[src/rtl/airpong_pkg.sv]
// Shared constants, FSM state encoding and a colour-window helper for the object tracker.
package airpong_pkg;

  localparam int COORD_X_W = 11;
  localparam int COORD_Y_W = 10;
  localparam int SUM_W     = 30;
  localparam int CNT_W     = 20;

  localparam logic [COORD_X_W-1:0] DEF_H_ACTIVE = 11'd1024;
  localparam logic [COORD_Y_W-1:0] DEF_V_ACTIVE = 10'd768;

  typedef enum logic [2:0] {
    ST_ACCUM,
    ST_CHECK,
    ST_DIV_X,
    ST_DIV_Y,
    ST_DONE
  } centroid_state_e;

  function automatic logic in_window(input logic [7:0] v, input logic [7:0] lo,
                                     input logic [7:0] hi);
    return (v >= lo) && (v <= hi);
  endfunction

endpackage

[src/rtl/seq_divider.sv]
// Restoring unsigned divider, SUM_W/CNT_W bits, one quotient bit per clock after a load cycle.
module seq_divider
  import airpong_pkg::*;
(
  input  logic             clk,
  input  logic             reset_n,
  input  logic             start,
  input  logic [SUM_W-1:0] dividend,
  input  logic [CNT_W-1:0] divisor,
  output logic             busy,
  output logic             done,
  output logic [SUM_W-1:0] quotient
);

  localparam int STEP_W = $clog2(SUM_W);

  logic [CNT_W:0]   rem_q;
  logic [SUM_W-1:0] quo_q;
  logic [CNT_W-1:0] dvs_q;
  logic [STEP_W-1:0] step_q;
  logic             busy_q;
  logic             done_q;

  logic [CNT_W:0]   rem_shift;
  logic [CNT_W+1:0] diff;

  // The remainder stays below the divisor, so shifting in the next dividend bit fits CNT_W+1 bits.
  assign rem_shift = {rem_q[CNT_W-1:0], quo_q[SUM_W-1]};
  assign diff      = {1'b0, rem_shift} - {2'b00, dvs_q};

  always_ff @(posedge clk or negedge reset_n) begin
    if (!reset_n) begin
      rem_q  <= '0;
      quo_q  <= '0;
      dvs_q  <= '0;
      step_q <= '0;
      busy_q <= 1'b0;
      done_q <= 1'b0;
    end else if (start) begin
      rem_q  <= '0;
      quo_q  <= dividend;
      dvs_q  <= divisor;
      step_q <= STEP_W'(SUM_W - 1);
      busy_q <= 1'b1;
      done_q <= 1'b0;
    end else if (busy_q) begin
      if (diff[CNT_W+1]) begin
        rem_q <= rem_shift;
        quo_q <= {quo_q[SUM_W-2:0], 1'b0};
      end else begin
        rem_q <= diff[CNT_W:0];
        quo_q <= {quo_q[SUM_W-2:0], 1'b1};
      end
      if (step_q == '0) begin
        busy_q <= 1'b0;
        done_q <= 1'b1;
      end else begin
        step_q <= step_q - STEP_W'(1);
      end
    end else begin
      done_q <= 1'b0;
    end
  end

  assign busy     = busy_q;
  assign done     = done_q;
  assign quotient = quo_q;

endmodule

[src/rtl/object_centroid.sv]
// Colour-window object tracker: per-frame pixel count/coordinate sums, divided at frame end.
// Define SMOOTH_EN to average each new centre with the previous one.
module object_centroid
  import airpong_pkg::*;
#(
  parameter logic [COORD_X_W-1:0] H_ACTIVE   = DEF_H_ACTIVE,
  parameter logic [COORD_Y_W-1:0] V_ACTIVE   = DEF_V_ACTIVE,
  parameter logic [7:0]           R_MIN      = 8'd200,
  parameter logic [7:0]           R_MAX      = 8'd255,
  parameter logic [7:0]           G_MIN      = 8'd0,
  parameter logic [7:0]           G_MAX      = 8'd80,
  parameter logic [7:0]           B_MIN      = 8'd200,
  parameter logic [7:0]           B_MAX      = 8'd255,
  parameter logic [CNT_W-1:0]     MIN_PIXELS = 20'd16
) (
  input  logic                 clk,
  input  logic                 reset_n,
  input  logic [COORD_X_W-1:0] hcount,
  input  logic [COORD_Y_W-1:0] vcount,
  input  logic [23:0]          pixel,
  output logic [COORD_X_W-1:0] x_center,
  output logic [COORD_Y_W-1:0] y_center,
  output logic                 found,
  output logic                 valid
);

  centroid_state_e state_q, state_d;

  logic [CNT_W-1:0]     cnt_q, cnt_hold_q;
  logic [SUM_W-1:0]     sum_x_q, sum_y_q, sum_x_hold_q, sum_y_hold_q;
  logic [COORD_X_W-1:0] qx_q, qx_d, x_center_q, x_center_d;
  logic [COORD_Y_W-1:0] qy_q, qy_d, y_center_q, y_center_d;
  logic                 found_q, found_d, valid_q, valid_d;

  logic                 div_start, div_busy, div_done, div_unused;
  logic [SUM_W-1:0]     div_dividend, div_quotient;

  logic match, frame_end;

  assign match = in_window(pixel[23:16], R_MIN, R_MAX) &&
                 in_window(pixel[15:8],  G_MIN, G_MAX) &&
                 in_window(pixel[7:0],   B_MIN, B_MAX) &&
                 (hcount < H_ACTIVE) && (vcount < V_ACTIVE);

  assign frame_end = (hcount == '0) && (vcount == V_ACTIVE);

  always_ff @(posedge clk or negedge reset_n) begin
    // NOTE: sequential state uses non-blocking assignments so every register samples pre-edge values.
    if (!reset_n) begin
      cnt_q        <= '0;
      sum_x_q      <= '0;
      sum_y_q      <= '0;
      cnt_hold_q   <= '0;
      sum_x_hold_q <= '0;
      sum_y_hold_q <= '0;
    end else begin
      if (frame_end) begin
        cnt_q   <= '0;
        sum_x_q <= '0;
        sum_y_q <= '0;
      end else if (match) begin
        cnt_q   <= cnt_q + CNT_W'(1);
        sum_x_q <= sum_x_q + {{(SUM_W-COORD_X_W){1'b0}}, hcount};
        sum_y_q <= sum_y_q + {{(SUM_W-COORD_Y_W){1'b0}}, vcount};
      end
      // A frame end outside ACCUM drops its snapshot so the division in flight keeps its operands.
      if (frame_end && (state_q == ST_ACCUM)) begin
        cnt_hold_q   <= cnt_q;
        sum_x_hold_q <= sum_x_q;
        sum_y_hold_q <= sum_y_q;
      end
    end
  end

  seq_divider u_div (
    .clk      (clk),
    .reset_n  (reset_n),
    .start    (div_start),
    .dividend (div_dividend),
    .divisor  (cnt_hold_q),
    .busy     (div_busy),
    .done     (div_done),
    .quotient (div_quotient)
  );

  assign div_unused = ^{div_quotient[SUM_W-1:COORD_X_W], div_busy};

`ifdef SMOOTH_EN
  logic [COORD_X_W:0] x_avg;
  logic [COORD_Y_W:0] y_avg;
  assign x_avg = {1'b0, x_center_q} + {1'b0, qx_q};
  assign y_avg = {1'b0, y_center_q} + {1'b0, qy_q};
`endif

  always_comb begin
    // NOTE: every output of this block gets a default first, so no path can infer a latch.
    state_d      = state_q;
    div_start    = 1'b0;
    div_dividend = sum_x_hold_q;
    qx_d         = qx_q;
    qy_d         = qy_q;
    x_center_d   = x_center_q;
    y_center_d   = y_center_q;
    found_d      = found_q;
    valid_d      = 1'b0;
    case (state_q)
      ST_ACCUM: if (frame_end) state_d = ST_CHECK;
      ST_CHECK: begin
        if (cnt_hold_q < MIN_PIXELS) begin
          found_d = 1'b0;
          valid_d = 1'b1;
          state_d = ST_ACCUM;
        end else begin
          div_start = 1'b1;
          state_d   = ST_DIV_X;
        end
      end
      ST_DIV_X: begin
        div_dividend = sum_y_hold_q;
        if (div_done) begin
          qx_d      = div_quotient[COORD_X_W-1:0];
          div_start = 1'b1;
          state_d   = ST_DIV_Y;
        end
      end
      ST_DIV_Y: begin
        if (div_done) begin
          qy_d    = div_quotient[COORD_Y_W-1:0];
          state_d = ST_DONE;
        end
      end
      ST_DONE: begin
`ifdef SMOOTH_EN
        if (found_q) begin
          x_center_d = x_avg[COORD_X_W:1];
          y_center_d = y_avg[COORD_Y_W:1];
        end else begin
          x_center_d = qx_q;
          y_center_d = qy_q;
        end
`else
        x_center_d = qx_q;
        y_center_d = qy_q;
`endif
        found_d = 1'b1;
        valid_d = 1'b1;
        state_d = ST_ACCUM;
      end
      default: state_d = ST_ACCUM;
    endcase
  end

  always_ff @(posedge clk or negedge reset_n) begin
    if (!reset_n) begin
      state_q    <= ST_ACCUM;
      qx_q       <= '0;
      qy_q       <= '0;
      x_center_q <= H_ACTIVE >> 1;
      y_center_q <= V_ACTIVE >> 1;
      found_q    <= 1'b0;
      valid_q    <= 1'b0;
    end else begin
      state_q    <= state_d;
      qx_q       <= qx_d;
      qy_q       <= qy_d;
      x_center_q <= x_center_d;
      y_center_q <= y_center_d;
      found_q    <= found_d;
      valid_q    <= valid_d;
    end
  end

  assign x_center = x_center_q;
  assign y_center = y_center_q;
  assign found    = found_q;
  assign valid    = valid_q;

endmodule
[config.mk]
export PLATFORM = sky130hd
export DESIGN_NAME = object_centroid
export DESIGN_NICKNAME = d
export VERILOG_FILES = /design/src/rtl/airpong_pkg.sv /design/src/rtl/seq_divider.sv /design/src/rtl/object_centroid.sv
export SDC_FILE = /design/constraint.sdc
export NUM_CORES = 1
export LEC_CHECK = 0
export BUFFER_PORTS_ARGS = -buffer_cell sky130_fd_sc_hd__buf_2
export CAP_MARGIN = 20
export CORE_ASPECT_RATIO = 0.75
export CORE_MARGIN = 2
export CORE_UTILIZATION = 56
export CTS_CLUSTER_DIAMETER = 200
export DETAILED_ROUTE_END_ITERATION = 7
export MAX_ROUTING_LAYER = met4
export PLACE_DENSITY = 0.89
export SETUP_SLACK_MARGIN = 0.1
export SYNTH_ARGS = -nofsm -noshare
export SYNTH_HDL_FRONTEND = slang
export SYNTH_HIERARCHICAL = 1
export SYNTH_SLANG_ARGS = --single-unit
export TNS_END_PERCENT = 10
[constraint.sdc]
create_clock -name clk -period 2.63 [get_ports clk]
set_input_delay 0.1315 -clock clk [delete_from_list [all_inputs] [get_ports clk]]
set_output_delay 0.1315 -clock clk [all_outputs]
set_load 0.01 [all_outputs]
Yosys cells after proc, flatten, opt, wreduce, memory -nomap -nowiden. Index checks and enable logic that the tools add are counted.

Register bits: 284. Latch bits: 0. RAM bits: 0. ROM bits: 0. Output and inout port bits: 23. Word-level logic and storage cells: 98. Memories kept: 0.

Add/sub/neg operators: 5. Multiply operators: 0. Divide/modulo/power cells: 0. Magnitude comparators: 9. Eq/ne operators: 11. Shift operators: 0. Multiplexer cells: 34. Bitwise gates (word level): 0. Reductions and logical operators: 20.

Operators with widths (number): two-way mux 30 bit (7); two-way mux 20 bit (5); adder 30 x 10 -> 30 bit (1); adder 30 x 11 -> 30 bit (1); subtractor 21 x 20 -> 22 bit (1); adder 20 x 1 -> 20 bit (second input constant) (1); less-than comparator 20 x 5 -> 1 bit (second input constant) (1); greater-or-equal comparator 8 bit (second input constant) (2); less-or-equal comparator 8 bit (second input constant) (2); two-way mux 5 bit (3); case mux 3 bit (4 select lines) (1); logical NOT 11 bit (1); less-than comparator 11 bit (second input constant) (1); two-way mux 1 bit (11); == test 10 bit (second input constant) (1); less-than comparator 10 bit (second input constant) (1); logical AND 1 bit (9); two-way mux 3 bit (3); greater-or-equal comparator 8 x 1 -> 1 bit (second input constant) (1); less-or-equal comparator 8 x 7 -> 1 bit (second input constant) (1); AND reduction 2 bit (4); == test 3 x 2 -> 1 bit (second input constant) (2); inequality test 2 bit (second input constant) (3); case mux 1 bit (2 select lines) (3); 10 further kinds (13).

Depth between registers and ports, before layout.
Depth in word-level cells: 8. Gate-level depth with buffers: 11.

Hierarchy. The synthesis kept the hierarchy.

Modules (own cells, without submodules): object_centroid (times used 1, cells an instance 887, area each 10023.4 sq um); seq_divider (times used 1, cells an instance 508, area each 4783.3 sq um).

Worst setup path after synthesis. OpenSTA, ideal clock, no wires.

Path kind: reg2reg. From: reg state_q[1]. To: reg u_div.quo_q[28], in the netlist u_div/quotient[28]. Library setup time: 0.083 ns. Arrival: 2.546 ns. Data required time: 2.547 ns. Setup slack: 0.001 ns. Cell stages (with the launch flop): 12. Buffers on the path: 5. Period minus slack after synthesis: 2.629 ns. Cells stage by stage: dfrtp_1 clkbuf_1 inv_1 nor3_1 and2_1 clkbuf_1 a21o_1 clkbuf_1 buf_6 clkbuf_1 nand2_1 o21ai_0.

Longest elaborated chain between the ends: 3. Elaborated cells between the ends (all ways): 6. Classes of those cells: eq/ne: 2; mux: 3; reduce/logical: 1.

Ends and longest elaborated chain: start, declared (line object_centroid.sv:27) `centroid_state_e state_q, state_d;`; start signal, assigned (line object_centroid.sv:163) `state_q <= state_d;`; == test 3 x 2 -> 1 bit or == test 3 x 1 -> 1 bit (tied branches) (line object_centroid.sv:106) `case (state_q)`; case mux 1 bit (2 select lines) * (line object_centroid.sv:106); via div_start (line object_centroid.sv:35) `logic div_start, div_busy, div_done, div_unused;`; two-way mux 30 bit or nonzero test 2 bit (tied branches); end signal, assigned (line seq_divider.sv:41) `quo_q <= dividend;`; end signal, assigned (line seq_divider.sv:49) `quo_q <= {quo_q[SUM_W-2:0], 1'b0};`; end signal, assigned (line seq_divider.sv:52) `quo_q <= {quo_q[SUM_W-2:0], 1'b1};`; end, declared (line seq_divider.sv:18) `logic [SUM_W-1:0] quo_q;`.

The timed path passes the listed nets; every way through them passes the cells marked *. A chain may end at the register's enable or synchronous reset.

Worst setup path after layout.
From: reg u_div.rem_q[0]. To: reg u_div.rem_q[2].

Longest elaborated chain between the ends: 4.

Ends and longest elaborated chain: start, declared (line seq_divider.sv:17) `logic [CNT_W:0] rem_q;`; start signal, assigned (line seq_divider.sv:48) `rem_q <= rem_shift;`; start signal, assigned (line seq_divider.sv:51) `rem_q <= diff[CNT_W:0];`; subtractor 21 x 20 -> 22 bit (line seq_divider.sv:29) `assign diff = {1'b0, rem_shift} - {2'b00, dvs_q};`; two-way mux 20 bit (line seq_divider.sv:47) `if (diff[CNT_W+1]) begin`; two-way mux 20 bit (line seq_divider.sv:46) `end else if (busy_q) begin`; two-way mux 20 bit (line seq_divider.sv:39) `end else if (start) begin`.

No other way between the ends. The select of a mux whose other input is x is not followed.

==> results.rst <==
.. list-table::
   :header-rows: 1

   * - Metric
     - Value
   * - Result of the run
     - finished clean
   * - Standard cell core area
     - 0.02597 mm^2
   * - Startpoint types
     - flip-flop
   * - Fraction of registers with async set or reset after synthesis
     - 1.000
   * - Net switching fraction of the power
     - 0.2420
   * - Largest net degree at the start of global routing
     - 80
   * - FF+latch area
     - 0.007112 mm^2
   * - Data arrival time of the critical path
     - 3.04 ns
   * - Setup violations, final
     - 0
   * - Final hold viol count
     - 0
   * - Setup TNS
     - 0 ns
   * - Dominant register cell in the synthesized netlist
     - dfrtp_1
   * - Number of non-filler instances in the completed layout
     - 1853
   * - Width of the die
     - 191.8 um
   * - Post-layout nets
     - 1582
   * - Clock latency at the later pin of the worst-skew pair
     - 0.58 ns
   * - Total track usage
     - 0.2807
   * - Vias post-DR
     - 11610
   * - Count of fill cells added during filler insertion
     - 1771
   * - Post-Syn Nets
     - 1489
   * - Startpoint-to-endpoint class of the critical path
     - flip-flop to flip-flop
   * - Setup repair after global routing missed its margin
     - yes
   * - CTS sink count
     - 284
   * - Post-Place Cells
     - 1782
   * - Cell internal pwr
     - 7168 uW
   * - Number of distinct library cells after synthesis
     - 78
   * - Wire length after detailed routing
     - 37970 um
   * - Reg2Reg Setup Slack
     - 0.06 ns
   * - TritonCTS buffer count
     - 28
   * - Utilization after layout
     - 0.6570
   * - Port bufs
     - 63
   * - Maximum vdd ir drop
     - 0.5092 mV
   * - Fin crit share
     - 0.9786
   * - Number of warnings printed during yosys synthesis
     - 6
   * - Slew Limit Headroom
     - 0.5207
   * - Proportion of power drawn by flip-flops and latches
     - 0.474
   * - Via count of the first global-routing pass
     - 11460
   * - Floorplan die area
     - 0.02777 mm^2
   * - Pre-Repair DR Iteration Count
     - 6
   * - Multi-input gate area in the final layout
     - 0.007407 mm^2
   * - Synth-to-layout area growth
     - 15.24%
   * - Grt total ovfl
     - 0
   * - DPL Wire Length
     - 24480 um
   * - Static power due to leakage
     - 0.007902 uW
   * - Top-level I/O count
     - 70
   * - Pwr dens
     - 554.2 mW/mm^2
   * - Post-Route Hold Slack
     - 0.06514 ns
   * - Sequential element share of the synthesized area
     - 0.4802
   * - Post-synth design cell area
     - 0.01481 mm^2
   * - Clock edge transition at the registers on the reported setup and hold paths
     - 0.07 ns
   * - Clock root cell
     - clkbuf_16
   * - Number of synthesized register bits
     - 284
   * - Clock tree from TritonCTS
     - built
   * - Part of the power in the clock network
     - 0.452
   * - Starting utilization of the core area
     - 0.5701
   * - Starting DRC count in detailed routing
     - 1132
   * - Final critical-path required period
     - 2.574 ns
   * - Count of flip-flops with a built-in enable after synthesis
     - 0
   * - Part of the power in combinational logic
     - 0.074
   * - Synthesized instance count
     - 1395
   * - DRC violation count after routing
     - 0
   * - Wire length of the first global-routing pass
     - 60080 um
   * - Post-Route Skew
     - 0.02534 ns
   * - Path category of the worst min-delay check
     - input pin to flip-flop
   * - Maximum clock frequency
     - 0.3886 GHz
   * - Required time reported for the critical path endpoint
     - 3.09 ns
   * - Endpoint class of the critical path
     - flip-flop
   * - Average size of a mapped cell
     - 10.61 um^2
   * - Fin. max-slew vios
     - 0
   * - Biggest fanout along the worst timing path
     - 8
   * - Number of placement rows
     - 51
   * - Final Power
     - 9456 uW
   * - Post-detailed-route via-to-cell ratio
     - 6.264
   * - Number of antenna violations at the first check in global routing
     - 0
   * - P_sw
     - 2288 uW
   * - Slew at the pin closest to its max-slew limit
     - 0.7163 ns
   * - Max-cap viol count
     - 0
   * - GP Congestion
     - 0.9754
   * - # diodes
     - 0
   * - Post-detailed-route count of antenna-violating nets
     - 0
   * - Die boundary height
     - 144.8 um
   * - Detail-routed net length per standard cell
     - 20.49 um
   * - Maximum clock path buffer count
     - 3
   * - H-tree levels
     - 1
   * - Layout cells sized above 1
     - 0.2618
[registers in the layout, indices dropped and copies added, names as in the netlist]
signal,count
state_q,3
x_center,11
valid,1
u_div/done,1
sum_x_q,30
u_div/step_q,5
y_center,10
sum_y_q,30
qx_q,11
cnt_hold_q,20
cnt_q,20
u_div/dvs_q,20
qy_q,10
sum_x_hold_q,30
u_div/busy,1
found,1
sum_y_hold_q,30
u_div/rem_q,20
u_div/quotient,30
[power by group through the flow]
stage | Clock, uW | Sequential, uW | Combinational, uW
floorplan | 0 | 4540 | 362
global route | 4500 | 4480 | 775
finish | 4280 | 4480 | 698
CTS | 4320 | 4480 | 638
detailed placement | 0 | 4560 | 611
global placement | 0 | 4550 | 580
[cell usage in the layout, fill, tap and decap left out, drive strengths merged, types with 7 or more instances in the layout]
| master | n |
|---|---|
| a2111oi | 10 |
| a211oi | 17 |
| a21o | 20 |
| a21oi | 61 |
| a311oi | 15 |
| a31oi | 7 |
| and2 | 7 |
| and3 | 12 |
| buf | 126 |
| clkbuf | 34 |
| clkinv | 11 |
| dfrtp | 281 |
| ha | 44 |
| inv | 54 |
| mux2 | 143 |
| mux2i | 37 |
| nand2 | 151 |
| nand2b | 21 |
| nand3 | 37 |
| nand4 | 17 |
| nor2 | 74 |
| nor3 | 28 |
| nor4 | 12 |
| o211ai | 7 |
| o21a | 12 |
| o21ai | 110 |
| or3 | 13 |
| xnor2 | 50 |
| xor2 | 13 |
[routing by layer]
metal	vias to the layer above	part of all wire	wire length [um]	global-route usage
met5	-	0	0	-
met4	0	0.044	1670	0.1162
met3	132	0.073	2778	0.05667
met2	504	0.46	17530	0.4325
met1	5788	0.42	15990	0.3660
li1	5184	-	-	-
[final cells by class]
type	instances	area share
Clock buffer	34	0.04473
Clock inverter	17	0.01305
Inverter	54	0.01188
Multi-Input combinational cell	990	0.4341
Sequential cell	284	0.4168
Tap cell	344	0.02522
Timing Repair Buffer	130	0.05426
[kinds of logic (layout without fill, tap and decap cells)]
| family | after synthesis | after routing | synth area share |
|---|---|---|---|
| buffers and inverters | 122 | 235 | 0.04242 |
| multiplexers | 180 | 180 | 0.1338 |
| adder cells (fa/ha/maj) | 47 | 47 | 0.04124 |
| flip-flops | 284 | 284 | 0.4802 |
| AO/OA/AOI/OAI | 299 | 300 | 0.1358 |
| AND/OR/NAND/NOR | 400 | 400 | 0.1293 |
| XOR/XNOR | 63 | 63 | 0.03727 |
[repair_timing]
action                     4_1_cts  5_1_grt
pin swaps                        6       14
setup endpoints to repair       35      132
hold buffers                     3        0
cloned                           0        2
gates resized for setup         21       44
hold endpoints to repair       281        0
buffers inserted                 6        9
[final timing paths]
check	from	end	cells after the start
max in group asynchronous	reset_n	y_center[8]	3
max	u_div/rem_q[0]	u_div/rem_q[2]	10
min reg2reg	qy_q[3]	qy_q[3]	2
max reg2reg	u_div/rem_q[0]	u_div/rem_q[2]	10
min	vcount[1]	sum_y_q[1]	4
min in group asynchronous	reset_n	u_div/rem_q[4]	2
[cells in the mapped netlist, types with 5 or more instances]
library cell,instances,area share
dfrtp_1,281,0.47
and3_1,11,0.0046
a2111oi_0,9,0.0053
mux2i_1,37,0.025
and2_1,5,0.0021
a31oi_1,7,0.0030
nand4_1,17,0.0072
nor3b_1,5,0.0025
o21ai_2,11,0.0065
nor4_1,11,0.0046
xor2_1,13,0.0077
mux2_1,7,0.0053
nand2b_1,21,0.0089
or3_1,12,0.0051
nor2_1,74,0.019
o21a_1,12,0.0061
clkbuf_8,5,0.0046
mux2_2,136,0.10
a211oi_1,17,0.0086
a21oi_1,60,0.020
o211ai_1,6,0.0030
a21o_1,18,0.0091
xnor2_1,50,0.030
clkbuf_1,46,0.012
a22o_1,5,0.0030
nor3_1,28,0.0095
nand2_1,151,0.038
o21ai_0,96,0.032
nor2b_1,6,0.0025
inv_1,54,0.014
buf_6,11,0.0084
ha_1,44,0.037
nand3_1,37,0.013
a311oi_1,11,0.0065
[stage by stage]
step / setup WS [ns] / instance area, um^2
after floorplan: 0.1341 / 14810
after global placement: 0.01267 / 15600
after detailed placement: -0.2885 / 15600
after CTS: 0.05424 / 16740
after global routing: -0.01960 / 17060
final: 0.05639 / 17060
[critical path, stage by stage (launching register included)]
cell and delay [ns]:
dfrtp_1 0.43, ha_1 0.32, nor2b_2 0.18, o211a_1 0.25, o21ai_2 0.22, o41ai_4 0.10
buf_4 0.18, o211ai_4 0.26, buf_6 0.18, nand3_2 0.08, a311oi_2 0.28
No activity file was read; power rests on OpenSTA's default activity.
